<file path="config.mk">
export PLATFORM = sky130hd
export DESIGN_NAME = press_counter
export DESIGN_NICKNAME = d
export VERILOG_FILES = /design/src/rtl/led_pkg.sv /design/src/rtl/press_counter_bcd_inc2.sv /design/src/rtl/press_counter.sv
export SDC_FILE = /design/constraint.sdc
export NUM_CORES = 1
export LEC_CHECK = 0
export CAP_MARGIN = 20
export CORE_AREA = 2 2 39 41
export CTS_BUF_LIST = sky130_fd_sc_hd__clkbuf_4
export DETAILED_ROUTE_END_ITERATION = 16
export DIE_AREA = 0 0 41 43
export GPL_TIMING_DRIVEN = 0
export HOLD_SLACK_MARGIN = 0.06
export PLACE_DENSITY = 0.74
export SYNTH_ARGS = -nofsm -noshare
export SYNTH_HDL_FRONTEND = slang
export SYNTH_SLANG_ARGS = --single-unit
</file>
<file path="constraint.sdc">
create_clock -name clk -period 3.5 [get_ports clk]
set_clock_uncertainty 0.1 [all_clocks]
set_input_delay 0.525 -clock clk [delete_from_list [all_inputs] [get_ports clk]]
set_output_delay 0.525 -clock clk [all_outputs]
set_load 0.05 [all_outputs]
</file>
<file path="src/rtl/led_pkg.sv">
// Shared types for the press counter.
//   state_e : key FSM states (IDLE, HELD, REPEAT)
//   bcd_t   : one 4-bit BCD digit
//   max2    : larger of two ints, for sizing the hold timer
package led_pkg;

  typedef enum logic [1:0] {
    IDLE   = 2'd0,
    HELD   = 2'd1,
    REPEAT = 2'd2
  } state_e;

  typedef logic [3:0] bcd_t;

  function automatic int max2(input int a, input int b);
    return (a > b) ? a : b;
  endfunction

endpackage

</file>
<file path="src/rtl/press_counter_bcd_inc2.sv">
// bcd_inc2: next-state logic for a two-digit BCD count with a MAX_COUNT wrap.
//   tens_i/ones_i : current digits
//   inc_i         : apply one increment
//   clr_i         : force 00; wins over inc_i and suppresses both strobes
//   tens_o/ones_o : next digits
//   inc_pulse_o   : an increment took effect
//   wrap_o        : that increment went MAX_COUNT -> 00
module bcd_inc2
  import led_pkg::*;
#(
  parameter int MAX_COUNT = 99
) (
  input  bcd_t tens_i,
  input  bcd_t ones_i,
  input  logic inc_i,
  input  logic clr_i,
  output bcd_t tens_o,
  output bcd_t ones_o,
  output logic inc_pulse_o,
  output logic wrap_o
);

  localparam bcd_t MAX_T = bcd_t'(MAX_COUNT / 10);
  localparam bcd_t MAX_O = bcd_t'(MAX_COUNT % 10);

  always_comb begin
    tens_o      = tens_i;
    ones_o      = ones_i;
    inc_pulse_o = 1'b0;
    wrap_o      = 1'b0;
    if (clr_i) begin
      tens_o = '0;
      ones_o = '0;
    end else if (inc_i) begin
      inc_pulse_o = 1'b1;
      if (tens_i == MAX_T && ones_i == MAX_O) begin
        tens_o = '0;
        ones_o = '0;
        wrap_o = 1'b1;
      end else if (ones_i == 4'd9) begin
        ones_o = '0;
        tens_o = tens_i + 4'd1;
      end else begin
        ones_o = ones_i + 4'd1;
      end
    end
  end

endmodule

</file>
<file path="src/rtl/press_counter.sv">
// press_counter: counts key presses as two BCD digits, wrapping after MAX_COUNT.
// With PRESS_COUNTER_AUTO_REPEAT_EN defined, a key held for REPEAT_DLY cycles
// starts auto-repeat with one increment every REPEAT_PERIOD cycles; without it
// every press gives exactly one increment and the repeat timer does not exist.
//   clk       : clock, rising edge
//   rst_n     : synchronous active-low reset
//   key_en    : debounced key level, high = pressed
//   clr       : synchronous clear of the count
//   bcd_tens  : tens digit
//   bcd_ones  : ones digit
//   inc_pulse : one-cycle strobe with each new count value
//   wrap      : one-cycle strobe with inc_pulse when the count wrapped to 00
module press_counter
  import led_pkg::*;
#(
  parameter int MAX_COUNT     = 99,
  parameter int REPEAT_DLY    = 50_000_000,
  parameter int REPEAT_PERIOD = 10_000_000
) (
  input  logic       clk,
  input  logic       rst_n,
  input  logic       key_en,
  input  logic       clr,
  output logic [3:0] bcd_tens,
  output logic [3:0] bcd_ones,
  output logic       inc_pulse,
  output logic       wrap
);

  logic   key_q, arm_q, rise;
  state_e state_q;
  logic   inc_q;
  bcd_t   tens_q, ones_q, tens_d, ones_d;
  logic   inc_pulse_d, wrap_d, inc_pulse_q, wrap_q;

  // arm_q stays low until key_en has been seen low after reset, so a key that
  // is already held when reset releases does not count as a press.
  always_ff @(posedge clk) begin
    if (!rst_n) begin
      key_q <= 1'b0;
      arm_q <= 1'b0;
    end else begin
      key_q <= key_en;
      arm_q <= arm_q | ~key_en;
    end
  end

  assign rise = key_en & ~key_q & arm_q;

  // inc_q is the registered increment request; the count takes it one cycle
  // later, giving the two-cycle key-to-count latency.
`ifdef PRESS_COUNTER_AUTO_REPEAT_EN
  localparam int TMAX = max2(REPEAT_DLY, REPEAT_PERIOD);
  localparam int TW   = (TMAX > 1) ? $clog2(TMAX) : 1;
  localparam logic [TW-1:0] DLY_END = TW'(REPEAT_DLY - 1);
  localparam logic [TW-1:0] PER_END = TW'(REPEAT_PERIOD - 1);

  logic [TW-1:0] timer_q;
  logic [TW-1:0] timer_inc;

  // Saturating step: holds at all-ones instead of wrapping.
  assign timer_inc = (timer_q == '1) ? timer_q : timer_q + 1'b1;

  always_ff @(posedge clk) begin
    if (!rst_n) begin
      state_q <= IDLE;
      timer_q <= '0;
      inc_q   <= 1'b0;
    end else begin
      inc_q <= 1'b0;
      case (state_q)
        IDLE: if (rise) begin
          inc_q   <= 1'b1;
          timer_q <= '0;
          state_q <= HELD;
        end
        HELD: begin
          if (!key_en) begin
            state_q <= IDLE;
            timer_q <= '0;
          end else if (timer_q == DLY_END) begin
            inc_q   <= 1'b1;
            timer_q <= '0;
            state_q <= REPEAT;
          end else begin
            timer_q <= timer_inc;
          end
        end
        REPEAT: begin
          if (!key_en) begin
            state_q <= IDLE;
            timer_q <= '0;
          end else if (timer_q == PER_END) begin
            inc_q   <= 1'b1;
            timer_q <= '0;
          end else begin
            timer_q <= timer_inc;
          end
        end
        default: begin
          state_q <= IDLE;
          timer_q <= '0;
        end
      endcase
    end
  end
`else
  // Timing parameters have no effect in this build.
  logic unused_cfg;
  assign unused_cfg = ^{REPEAT_DLY, REPEAT_PERIOD};

  always_ff @(posedge clk) begin
    if (!rst_n) begin
      state_q <= IDLE;
      inc_q   <= 1'b0;
    end else begin
      inc_q <= 1'b0;
      case (state_q)
        IDLE: if (rise) begin
          inc_q   <= 1'b1;
          state_q <= HELD;
        end
        HELD: if (!key_en) state_q <= IDLE;
        default: state_q <= IDLE;
      endcase
    end
  end
`endif

  bcd_inc2 #(.MAX_COUNT(MAX_COUNT)) u_inc (
    .tens_i      (tens_q),
    .ones_i      (ones_q),
    .inc_i       (inc_q),
    .clr_i       (clr),
    .tens_o      (tens_d),
    .ones_o      (ones_d),
    .inc_pulse_o (inc_pulse_d),
    .wrap_o      (wrap_d)
  );

  always_ff @(posedge clk) begin
    if (!rst_n) begin
      tens_q      <= '0;
      ones_q      <= '0;
      inc_pulse_q <= 1'b0;
      wrap_q      <= 1'b0;
    end else begin
      tens_q      <= tens_d;
      ones_q      <= ones_d;
      inc_pulse_q <= inc_pulse_d;
      wrap_q      <= wrap_d;
    end
  end

  assign bcd_tens  = tens_q;
  assign bcd_ones  = ones_q;
  assign inc_pulse = inc_pulse_q;
  assign wrap      = wrap_q;

endmodule

</file>
==> impl_summary.log <==
[metrics] clock buffers created by TritonCTS: 3
[metrics] power per unit of standard cell area: 333 nW/um^2
[metrics] antenna violations before repair: 0
[metrics] Antenna diodes: 0
[metrics] leading cell type in the layout, fill and taps excluded: sky130_fd_sc_hd__dfxtp_1
[metrics] unique cell type count in the Yosys netlist: 22
[metrics] area of the placeable core: 1380 um^2
[metrics] setup repair after global routing missed its margin: no
[metrics] # port buffers: 13
[metrics] CTS root buf: sky130_fd_sc_hd__clkbuf_4
[metrics] crit path max-delay cell type: sky130_fd_sc_hd__clkdlybuf4s50_1
[metrics] detailed-router iteration count before antenna repair: 7
[metrics] Async SR Flop Fraction: 0
[metrics] global-route wire length before repair: 1750 um
[metrics] largest delay contributor family on the critical path: buffers and inverters
[metrics] post-synthesis instance total: 66
[metrics] RePlAce Congestion: 0.715
[metrics] vertical die dimension: 43 um
[metrics] hold depth: 1
[metrics] fraction of layout cells with a size suffix above 1: 0.0732
[metrics] maximum clock rate: between 0.4 and 0.5 GHz
[metrics] Cell Chain, Critical Path: clkdlybuf4s50_1
[metrics] launching element type of the critical path: register
[metrics] leading cell types by total area after synthesis: sky130_fd_sc_hd__dfxtp_1, sky130_fd_sc_hd__ha_1, sky130_fd_sc_hd__a21oi_1
[metrics] Post-Route WL: 1120 um
[metrics] post-cts repair resize count: 0
[metrics] count of unresolved DRC violations after routing: 0
[metrics] mean post-synth cell area: approximately 9 um^2
[metrics] dpl hpwl: 864 um
[metrics] worst setup path category: reg -> out
[metrics] worst hold-check slack: 0.320 ns
[metrics] Post-DRT Antenna Nets: 0
[metrics] pre-CTS setup slack: 1.62 ns
[metrics] Stages on worst setup path: 1
[metrics] Max-slew headroom: 0.672
[metrics] crit-path max cell delay: 0.84 ns
[metrics] Synth Net Count: 74
[metrics] # IOs: 14
[metrics] final-report setup violation count: 0
[metrics] Max Cap Violations: 0
[metrics] pins over their slew limit: 0
[metrics] total negative slack: 0 ns
[metrics] number of clock sinks seen by CTS: 14
[metrics] commonest cells after routing, fill and taps aside: sky130_fd_sc_hd__dfxtp_1, sky130_fd_sc_hd__clkdlybuf4s50_1, sky130_fd_sc_hd__inv_1
[metrics] Overall Power: 0.000258 W
[metrics] flops & latches, synth: 14
[metrics] warnings from Yosys: 0
[metrics] sequential area share after synthesis: 0.464
[metrics] crit path setup slack, layout: 1.34 ns
[metrics] Starting Density: 0.437
[metrics] final period utilization: 0.616
[metrics] DRT iter0 DRCs: 9
[metrics] Final min period: roughly 2.2 ns
[metrics] Horiz. Die Dim: a little over 40 um
[metrics] Crit path required time: roughly 2.9 ns
[metrics] combined buffer and inverter count along the critical path: 1
[metrics] source-to-sink clock delay at the later pin of the worst-skew pair: 0.26 ns
[metrics] number of fill cells: 131
[metrics] top_reg_cell synth: sky130_fd_sc_hd__dfxtp_1
[metrics] total number of H-tree levels: 1
[metrics] area of the mapped netlist: 604 um^2
[metrics] Post-CTS Repair Setup Buffers: 0
[metrics] CTS Hold Buffers Added: 0
[metrics] largest net degree at the start of global routing: 11
[metrics] actual transition at the worst max-transition pin: 0.491 ns
[metrics] run status: complete, no violations
[metrics] overall routing resource usage: 0.147
[metrics] worst hold path type: reg -> reg
[metrics] die outline area: around 1800 um^2
[metrics] standby leakage power: between 0.3 and 0.4 nW
[metrics] sum of overflow across all layers after global routing: 0
[metrics] Critical Path End Type: output port
[metrics] register clock-pin slew on the reported worst setup and hold paths: 0.07 ns
[metrics] vias in the first global route: 452
[metrics] final layout net count: 92
[metrics] EDFF count, synth: 0
[metrics] Core Rows: 14
[metrics] number of hold violations in the final report: 0
[metrics] worst reg-to-reg path cell count: 4
[metrics] Via density: 5.12
[metrics] maximum buffer depth of the clock tree: 2
[metrics] average detailed-routed wire length per instance: ~11 um
[metrics] Via Count: 502
[metrics] clock tree from TritonCTS: done
[metrics] post-layout util: 0.561
[metrics] layout overhead on the synthesized area: 28.6%
[metrics] arrival time of data at the critical path endpoint: 1.53 ns
[metrics] Max rail drop VDD: 0.162 mV
[metrics] highest net fanout along the worst path: 4
[metrics] Yosys top cell area share: 0.464
[metrics] Yosys top cell by area: sky130_fd_sc_hd__dfxtp_1
## path summary, 6_finish.rpt
check	slack (ns)	start	to
worst max-delay path	1.34	bcd_ones[3]	bcd_ones[3]
worst min-delay path	0.32	key_q	inc_q
worst max register to register	1.79	bcd_ones[0]	bcd_tens[2]
worst min register to register	0.32	key_q	inc_q
## metrics by stage
step | cell area [um^2] | instances
floorplan | 604 | 66
global placement | 754 | 95
detailed placement | 754 | 95
CTS | 777 | 98
global route | 777 | 98
finish | 777 | 98
## synthesized netlist by cell type (2+ instances only)
library cell,instances
sky130_fd_sc_hd__ha_1,4
sky130_fd_sc_hd__a21oi_1,6
sky130_fd_sc_hd__or4_1,2
sky130_fd_sc_hd__nor2_1,5
sky130_fd_sc_hd__or3_2,2
sky130_fd_sc_hd__nand3b_1,3
sky130_fd_sc_hd__dfxtp_1,14
sky130_fd_sc_hd__xor2_1,2
sky130_fd_sc_hd__nand2_1,7
sky130_fd_sc_hd__o21ai_0,2
sky130_fd_sc_hd__inv_1,8
## power breakdown
| part | total [W] | switching, W | internal, W |
|---|---|---|---|
| Combinational | 0.0000123 | 0.00000628 | 0.00000605 |
| Clock | 0.0000823 | 0.0000426 | 0.0000397 |
| Sequential | 0.000164 | 0.00000211 | 0.000162 |
## flip-flops by register name (all words and copies together), names as in the netlist
register / flops
wrap: 1
key_q: 1
inc_q: 1
state_q: 1
bcd_tens: 4
arm_q: 1
bcd_ones: 4
inc_pulse: 1
## final cells by class
class	instances	area, um^2	share of cell area
plain buffers	1	3.75	0.00483
clock buffers	3	22.5	0.0290
inverters	8	30.0	0.0386
multi-input cells	43	290	0.374
flip-flops and latches	14	280	0.361
well taps	16	20.0	0.0258
repair buffers	13	130	0.167
## kinds of logic (layout without fill, tap and decap cells)
kind of cell,after synthesis,in the layout,share of synthesized area
AO/OA/AOI/OAI,10,10,0.0890
XOR/XNOR,2,2,0.0290
adder cells (fa/ha/maj),4,4,0.0828
buffers and inverters,9,25,0.0559
flip-flops,14,14,0.464
AND/OR/NAND/NOR,27,27,0.280
## layer usage
metal | track usage | wire length, um
met1 | 0.166 | 479
met2 | 0.228 | 568
met3 | 0.0209 | 34
met4 | 0.120 | 38
met5 | 0 | 0
Power figures use the tool's default switching activity.
